File: src/rtl/mem_pkg.sv
// Shared encodings for the unified instruction/data memory controller.
package mem_pkg;

  typedef enum logic [1:0] {
    SZ_B   = 2'b00,
    SZ_H   = 2'b01,
    SZ_W   = 2'b10,
    SZ_RSV = 2'b11
  } size_t;

  typedef enum logic {
    PORT_I = 1'b0,
    PORT_D = 1'b1
  } port_t;

  typedef enum logic [1:0] {
    ST_IDLE,
    ST_ACCESS,
    ST_WAIT,
    ST_DONE
  } state_t;

endpackage

File: src/rtl/mem_lane_fmt.sv
// Little-endian lane steering: store byte enables / replicated data, load lane
// extraction with sign/zero extension, and alignment check.
module mem_lane_fmt
  import mem_pkg::*;
(
  input  logic [1:0]  size,
  input  logic [1:0]  addr_lo,
  input  logic        is_unsigned,
  input  logic [31:0] wdata,
  input  logic [31:0] rdata_raw,
  output logic [3:0]  wea,
  output logic [31:0] din,
  output logic [31:0] load_data,
  output logic        misalign
);

  logic [7:0]  lane_b;
  logic [15:0] lane_h;

  always_comb begin
    wea       = '0;
    din       = '0;
    load_data = '0;
    misalign  = 1'b0;
    lane_b    = rdata_raw[{addr_lo, 3'b000} +: 8];
    lane_h    = addr_lo[1] ? rdata_raw[31:16] : rdata_raw[15:0];
    case (size)
      SZ_B: begin
        wea       = 4'b0001 << addr_lo;
        din       = {4{wdata[7:0]}};
        load_data = is_unsigned ? {24'h0, lane_b} : {{24{lane_b[7]}}, lane_b};
      end
      SZ_H: begin
        misalign  = addr_lo[0];
        wea       = addr_lo[1] ? 4'b1100 : 4'b0011;
        din       = {2{wdata[15:0]}};
        load_data = is_unsigned ? {16'h0, lane_h} : {{16{lane_h[15]}}, lane_h};
      end
      SZ_W: begin
        misalign  = (addr_lo != 2'b00);
        wea       = '1;
        din       = wdata;
        load_data = rdata_raw;
      end
      default: misalign = 1'b1;
    endcase
  end

endmodule

File: src/rtl/unified_mem_ctrl.sv
// Single-port RAM shared by the I-fetch and D-access ports: alternating
// arbitration, one access in flight, req/ready handshake per port.
module unified_mem_ctrl
  import mem_pkg::*;
#(
  parameter int ADDR_W       = 32,
  parameter int RAM_AW       = 14,
  parameter int READ_LATENCY = 1
) (
  input  logic              clka,
  input  logic              rst,
  input  logic              i_req,
  input  logic [ADDR_W-1:0] i_addr,
  output logic              i_ready,
  output logic [31:0]       i_rdata,
  input  logic              d_req,
  input  logic              d_we,
  input  logic [1:0]        d_size,
  input  logic              d_unsigned,
  input  logic [ADDR_W-1:0] d_addr,
  input  logic [31:0]       d_wdata,
  output logic              d_ready,
  output logic [31:0]       d_rdata,
  output logic              d_misalign,
  output logic              ram_en,
  output logic [3:0]        ram_wea,
  output logic [RAM_AW-1:0] ram_addr,
  output logic [31:0]       ram_din,
  input  logic [31:0]       ram_dout
);

  state_t      state;
  port_t       last_grant;
  port_t       cur_port;
  logic [1:0]  lat_size;
  logic [1:0]  lat_lo;
  logic        lat_uns;
  logic        lat_we;
  logic [2:0]  wait_cnt;
  logic        grant_i;
  logic        grant_d;
  logic [1:0]  fmt_size;
  logic [1:0]  fmt_lo;
  logic        fmt_uns;
  logic [3:0]  fmt_wea;
  logic [31:0] fmt_din;
  logic [31:0] fmt_load;
  logic        fmt_mis;
  logic        unused_addr_bits;

  assign unused_addr_bits = ^{i_addr[ADDR_W-1:RAM_AW+2], i_addr[1:0],
                              d_addr[ADDR_W-1:RAM_AW+2]};

  always_comb begin
    grant_i = 1'b0;
    grant_d = 1'b0;
    if (state == ST_IDLE) begin
      if (i_req && d_req) begin
        grant_d = (last_grant == PORT_I);
        grant_i = !grant_d;
      end else begin
        grant_d = d_req;
        grant_i = i_req;
      end
    end
  end

  // Formatter sees the live request while granting, the latched one afterwards.
  assign fmt_size = (state == ST_IDLE) ? d_size       : lat_size;
  assign fmt_lo   = (state == ST_IDLE) ? d_addr[1:0]  : lat_lo;
  assign fmt_uns  = (state == ST_IDLE) ? d_unsigned   : lat_uns;

  mem_lane_fmt u_fmt (
    .size        (fmt_size),
    .addr_lo     (fmt_lo),
    .is_unsigned (fmt_uns),
    .wdata       (d_wdata),
    .rdata_raw   (ram_dout),
    .wea         (fmt_wea),
    .din         (fmt_din),
    .load_data   (fmt_load),
    .misalign    (fmt_mis)
  );

  always_ff @(posedge clka or negedge rst) begin
    if (!rst) begin
      state      <= ST_IDLE;
      last_grant <= PORT_I;
      cur_port   <= PORT_I;
      lat_size   <= '0;
      lat_lo     <= '0;
      lat_uns    <= 1'b0;
      lat_we     <= 1'b0;
      wait_cnt   <= '0;
      i_ready    <= 1'b0;
      i_rdata    <= '0;
      d_ready    <= 1'b0;
      d_rdata    <= '0;
      d_misalign <= 1'b0;
      ram_en     <= 1'b0;
      ram_wea    <= '0;
      ram_addr   <= '0;
      ram_din    <= '0;
    end else begin
      i_ready    <= 1'b0;
      d_ready    <= 1'b0;
      d_misalign <= 1'b0;
      ram_en     <= 1'b0;
      ram_wea    <= '0;
      unique case (state)
        ST_IDLE: begin
          if (grant_d) begin
            last_grant <= PORT_D;
            cur_port   <= PORT_D;
            lat_size   <= d_size;
            lat_lo     <= d_addr[1:0];
            lat_uns    <= d_unsigned;
            lat_we     <= d_we;
            if (fmt_mis) begin
              d_ready    <= 1'b1;
              d_misalign <= 1'b1;
              d_rdata    <= '0;
              state      <= ST_DONE;
            end else begin
              ram_en   <= 1'b1;
              ram_addr <= d_addr[RAM_AW+1:2];
              ram_wea  <= d_we ? fmt_wea : 4'b0000;
              ram_din  <= fmt_din;
              state    <= ST_ACCESS;
            end
          end else if (grant_i) begin
            last_grant <= PORT_I;
            cur_port   <= PORT_I;
            lat_we     <= 1'b0;
            ram_en     <= 1'b1;
            ram_addr   <= i_addr[RAM_AW+1:2];
            state      <= ST_ACCESS;
          end
        end
        ST_ACCESS: begin
          if (cur_port == PORT_D && lat_we) begin
            d_ready <= 1'b1;
            d_rdata <= '0;
            state   <= ST_DONE;
          end else begin
            wait_cnt <= '0;
            state    <= ST_WAIT;
          end
        end
        ST_WAIT: begin
          if (wait_cnt == 3'(READ_LATENCY - 1)) begin
            if (cur_port == PORT_D) begin
              d_ready <= 1'b1;
              d_rdata <= fmt_load;
            end else begin
              i_ready <= 1'b1;
              i_rdata <= ram_dout;
            end
            state <= ST_DONE;
          end else begin
            wait_cnt <= wait_cnt + 3'd1;
          end
        end
        ST_DONE: state <= ST_IDLE;
        default: state <= ST_IDLE;
      endcase
    end
  end

endmodule

File: config.mk
export PLATFORM = sky130hd
export DESIGN_NAME = unified_mem_ctrl
export DESIGN_NICKNAME = d
export VERILOG_FILES = /design/src/rtl/mem_pkg.sv /design/src/rtl/mem_lane_fmt.sv /design/src/rtl/unified_mem_ctrl.sv
export SDC_FILE = /design/constraint.sdc
export NUM_CORES = 1
export LEC_CHECK = 0
export BUFFER_PORTS_ARGS = -buffer_cell sky130_fd_sc_hd__buf_2
export CAP_MARGIN = 20
export CORE_ASPECT_RATIO = 1.25
export CORE_MARGIN = 10
export CORE_UTILIZATION = 53
export CTS_CLUSTER_SIZE = 10
export DETAILED_ROUTE_END_ITERATION = 6
export PLACE_DENSITY_LB_ADDON = 0.08
export REMOVE_ABC_BUFFERS = 1
export SYNTH_ARGS = -nofsm -noshare
export SYNTH_HDL_FRONTEND = slang
export SYNTH_SLANG_ARGS = --single-unit
File: constraint.sdc
create_clock -name clka -period 5.1 [get_ports clka]
set_clock_uncertainty 0.15 [all_clocks]
set_input_delay 0.255 -clock clka [delete_from_list [all_inputs] [get_ports clka]]
set_output_delay 0.255 -clock clka [all_outputs]
set_load 0.02 [all_outputs]
==> impl_metrics.json <==
{
  "ys.flop_type": "dfrtp_1",
  "switching_share_pct": 45.4,
  "cts-root-buf": "clkbuf_16",
  "synthMuxAreaShare_pct": 12.9,
  "pin_count": 254,
  "grt_max_degree": 74,
  "synth_fa_ha_area_share_pct": 1.16,
  "synthArstFlopShare_pct": 100,
  "synth-edff-count": 0,
  "cp.required_ps": 5280,
  "dieArea_um2": 17000,
  "arrival_ps": 3890,
  "criticalPathCategory": "flip-flop to flip-flop",
  "cts_tree": "yes",
  "status": "finished, final reports clean",
  "seqPwrFrac_pct": 27.9,
  "final-hold-violation-count": 0,
  "setup_tns_ps": 0,
  "grt_overflow": 0,
  "fin_crit_ps": 3710,
  "clock-sinks": 130,
  "layout.nets": 1006,
  "total_power_mw": 6.32,
  "num_rows": 45,
  "p_sw_mw": 2.87,
  "core_um2": 12000,
  "syn-cell-area_um2": 6460,
  "synth-seq-cells": 130,
  "grt_usage_pct": 23.6,
  "cts_inserted_buffers": 17,
  "ys_types": 47,
  "synth_top_family_by_area": "compound AO/OA/AOI/OAI gates",
  "cts_buffer_depth": 2,
  "drive_gt1_share_pct": 37.1,
  "ir_worst_vdd_uv": 437,
  "slew_headroom_pct": 32.0,
  "synth-xor-area-share_pct": 0.136,
  "drv_slew": 0,
  "drtIter0Drc": 442,
  "start_kind": "flip-flop",
  "dr_total_vias": 6030,
  "drcViolationCount": 0,
  "synth_area_per_cell_um2": 11.0,
  "gp_congestion": 0.805,
  "setup_violations": 0,
  "p_per_area_nw_per_um2": 707,
  "leakage_nw": 4.20,
  "dpl_worst_slack_ps": 1440,
  "wire_per_inst_um": 19.7,
  "path_clk_slew_ps": 60,
  "die_h_um": 143,
  "vias_per_cell": 5.78,
  "area_delta_synth_final_pct": 38.4,
  "final_cell_mix": "218 x buf_2, 130 x dfrtp_1, 90 x a21oi_1",
  "postSynthCellCount": 588,
  "yosysWarnings": 0,
  "intPower_mw": 3.45,
  "port_buffers": 219,
  "ant_nets": 0,
  "firstDrtPassIters": 5,
  "synth-simple-area-share_pct": 8.93,
  "htreeDepth": 4,
  "fmax_mhz": 270,
  "final_core_util_pct": 74.2,
  "antenna_found_initial": 1,
  "synth_compound_area_share_pct": 22.3,
  "final_common_cell": "buf_2",
  "tightest_slew_ps": 1000,
  "min-delay-path-class": "input pin to flip-flop",
  "max-cap-violations": 0,
  "post-cts-setup-buffers": 0,
  "clk_latency_ps": 420,
  "start_util_pct": 53.6,
  "cp-end-kind": "flip-flop",
  "n_fill_cell": 895,
  "grt_pass1_wl_mm": 32.6,
  "dp.final_hpwl_mm": 13.6,
  "routed_wl_mm": 20.5,
  "crit_fanout": 25,
  "grt_pass1_vias": 6110,
  "pwr-share-comb_pct": 54.2,
  "rsz0062_at_grt": "no",
  "ys_seq_area_share_pct": 50.3,
  "chipWidth_um": 119,
  "p_clk_share_pct": 18.0,
  "fin_crit_sh_pct": 72.7,
  "finalWorstSetupSlack_ps": 1390
}
metal layers:
metal / vias to the layer above / wire (um) / global-route usage (%)
met4: 0 / 669 / 9.34
met2: 276 / 10300 / 39.8
met1: 2931 / 7830 / 27.2
met5: - / 0 / 0
met3: 49 / 1700 / 8.01
li1: 2774 / - / -
flip-flops by register name, indices dropped and copies added, names as in the netlist, 2 cells and up:
register  cells
state         2
d_rdata      32
i_rdata      32
lat_size      2
ram_wea       4
lat_lo        2
ram_din      32
ram_addr     14
wait_cnt      3
power groups by stage:
stage | combinational, mW | clock [mW] | sequential (mW)
global route | 3.69 | 1.21 | 1.82
CTS | 3.40 | 1.16 | 1.76
detailed placement | 3.33 | 0 | 1.77
finish | 3.42 | 1.14 | 1.76
floorplan | 1.69 | 0 | 2.29
global placement | 3.26 | 0 | 1.74
area by class of cell:
type                       count  area, um2  share of cell area, %
tap                          164        205                   2.29
timing repair buffer         304       1940                   21.7
antenna                        2       5.00                 0.0560
clock inverter                12        109                   1.22
clock buffer                  20        447                   5.00
multi-input combinational    404       2960                   33.1
sequential                   130       3250                   36.4
inverter                       7       26.3                  0.294
kinds of logic (layout without fill, tap and decap cells):
logic type                 count (synthesis)  in the layout
xor gates and xnor gates                   1              1
AOI/OAI and AO/OA                        204            204
adders and majority gates                  6              6
buffers and inverters                     54            343
other                                      0              2
DFF                                      130            130
muxes                                     74             74
and+or+nand+nor                          119            119
worst max-delay path, stage by stage, from the launching register on:
cell and delay [ps]:
dfrtp_1 430, inv_1 110, ha_1 510, mux2i_4 850
nand2_2 300, nor3_4 860, a21oi_1 190, o2bb2ai_1 200
what timing repair did:
action | 4_1_cts | 5_1_grt
hold buffers | 74 | 0
resized for setup | 0 | 0
endpoints found under the hold margin | 121 | 0
cell usage after synthesis, types with 8 or more instances:
cell type  number  share of area [%]
clkbuf_1       12               0.70
mux2i_1        22                3.4
a22oi_1        15                1.7
a21oi_1        91                7.0
and4_1          8                1.1
buf_2          28                2.2
a221o_1         8                1.2
nor2_1         47                2.7
a221oi_1        9                1.2
o2bb2ai_1      48                6.5
nor3_1         13                1.0
nand2_1        27                1.6
dfrtp_1       130                 50
mux2_2         46                8.0
a2111oi_0       8                1.1
per-stage QoR:
| stage | cell area [um2] | hold WS [ps] | instances |
|---|---|---|---|
| 3_5_place_dp | 7610 | 106 | 933 |
| 2_1_floorplan | 6220 | -191 | 541 |
| 4_1_cts | 8910 | 0.227 | 1039 |
| 5_1_grt | 8940 | 1.58 | 1042 |
| 3_3_place_gp | 7610 | 97.9 | 933 |
| 6_report | 8940 | 8.25 | 1043 |
worst paths after layout:
path	slack, ps	endpoint	depth (start not counted)	startpoint
setup / recovery	1390	d_rdata[29]	7	state[0]
max in group asynchronous	3250	d_rdata[8]	3	rst
min in group asynchronous	210	ram_din[21]	2	rst
hold / removal	8	ram_addr[0]	3	d_addr[2]
setup reg to reg	1390	d_rdata[29]	7	state[0]
hold reg to reg	330	d_rdata[21]	1	d_rdata[21]
Note: power is estimated with default switching activity, not from simulation.
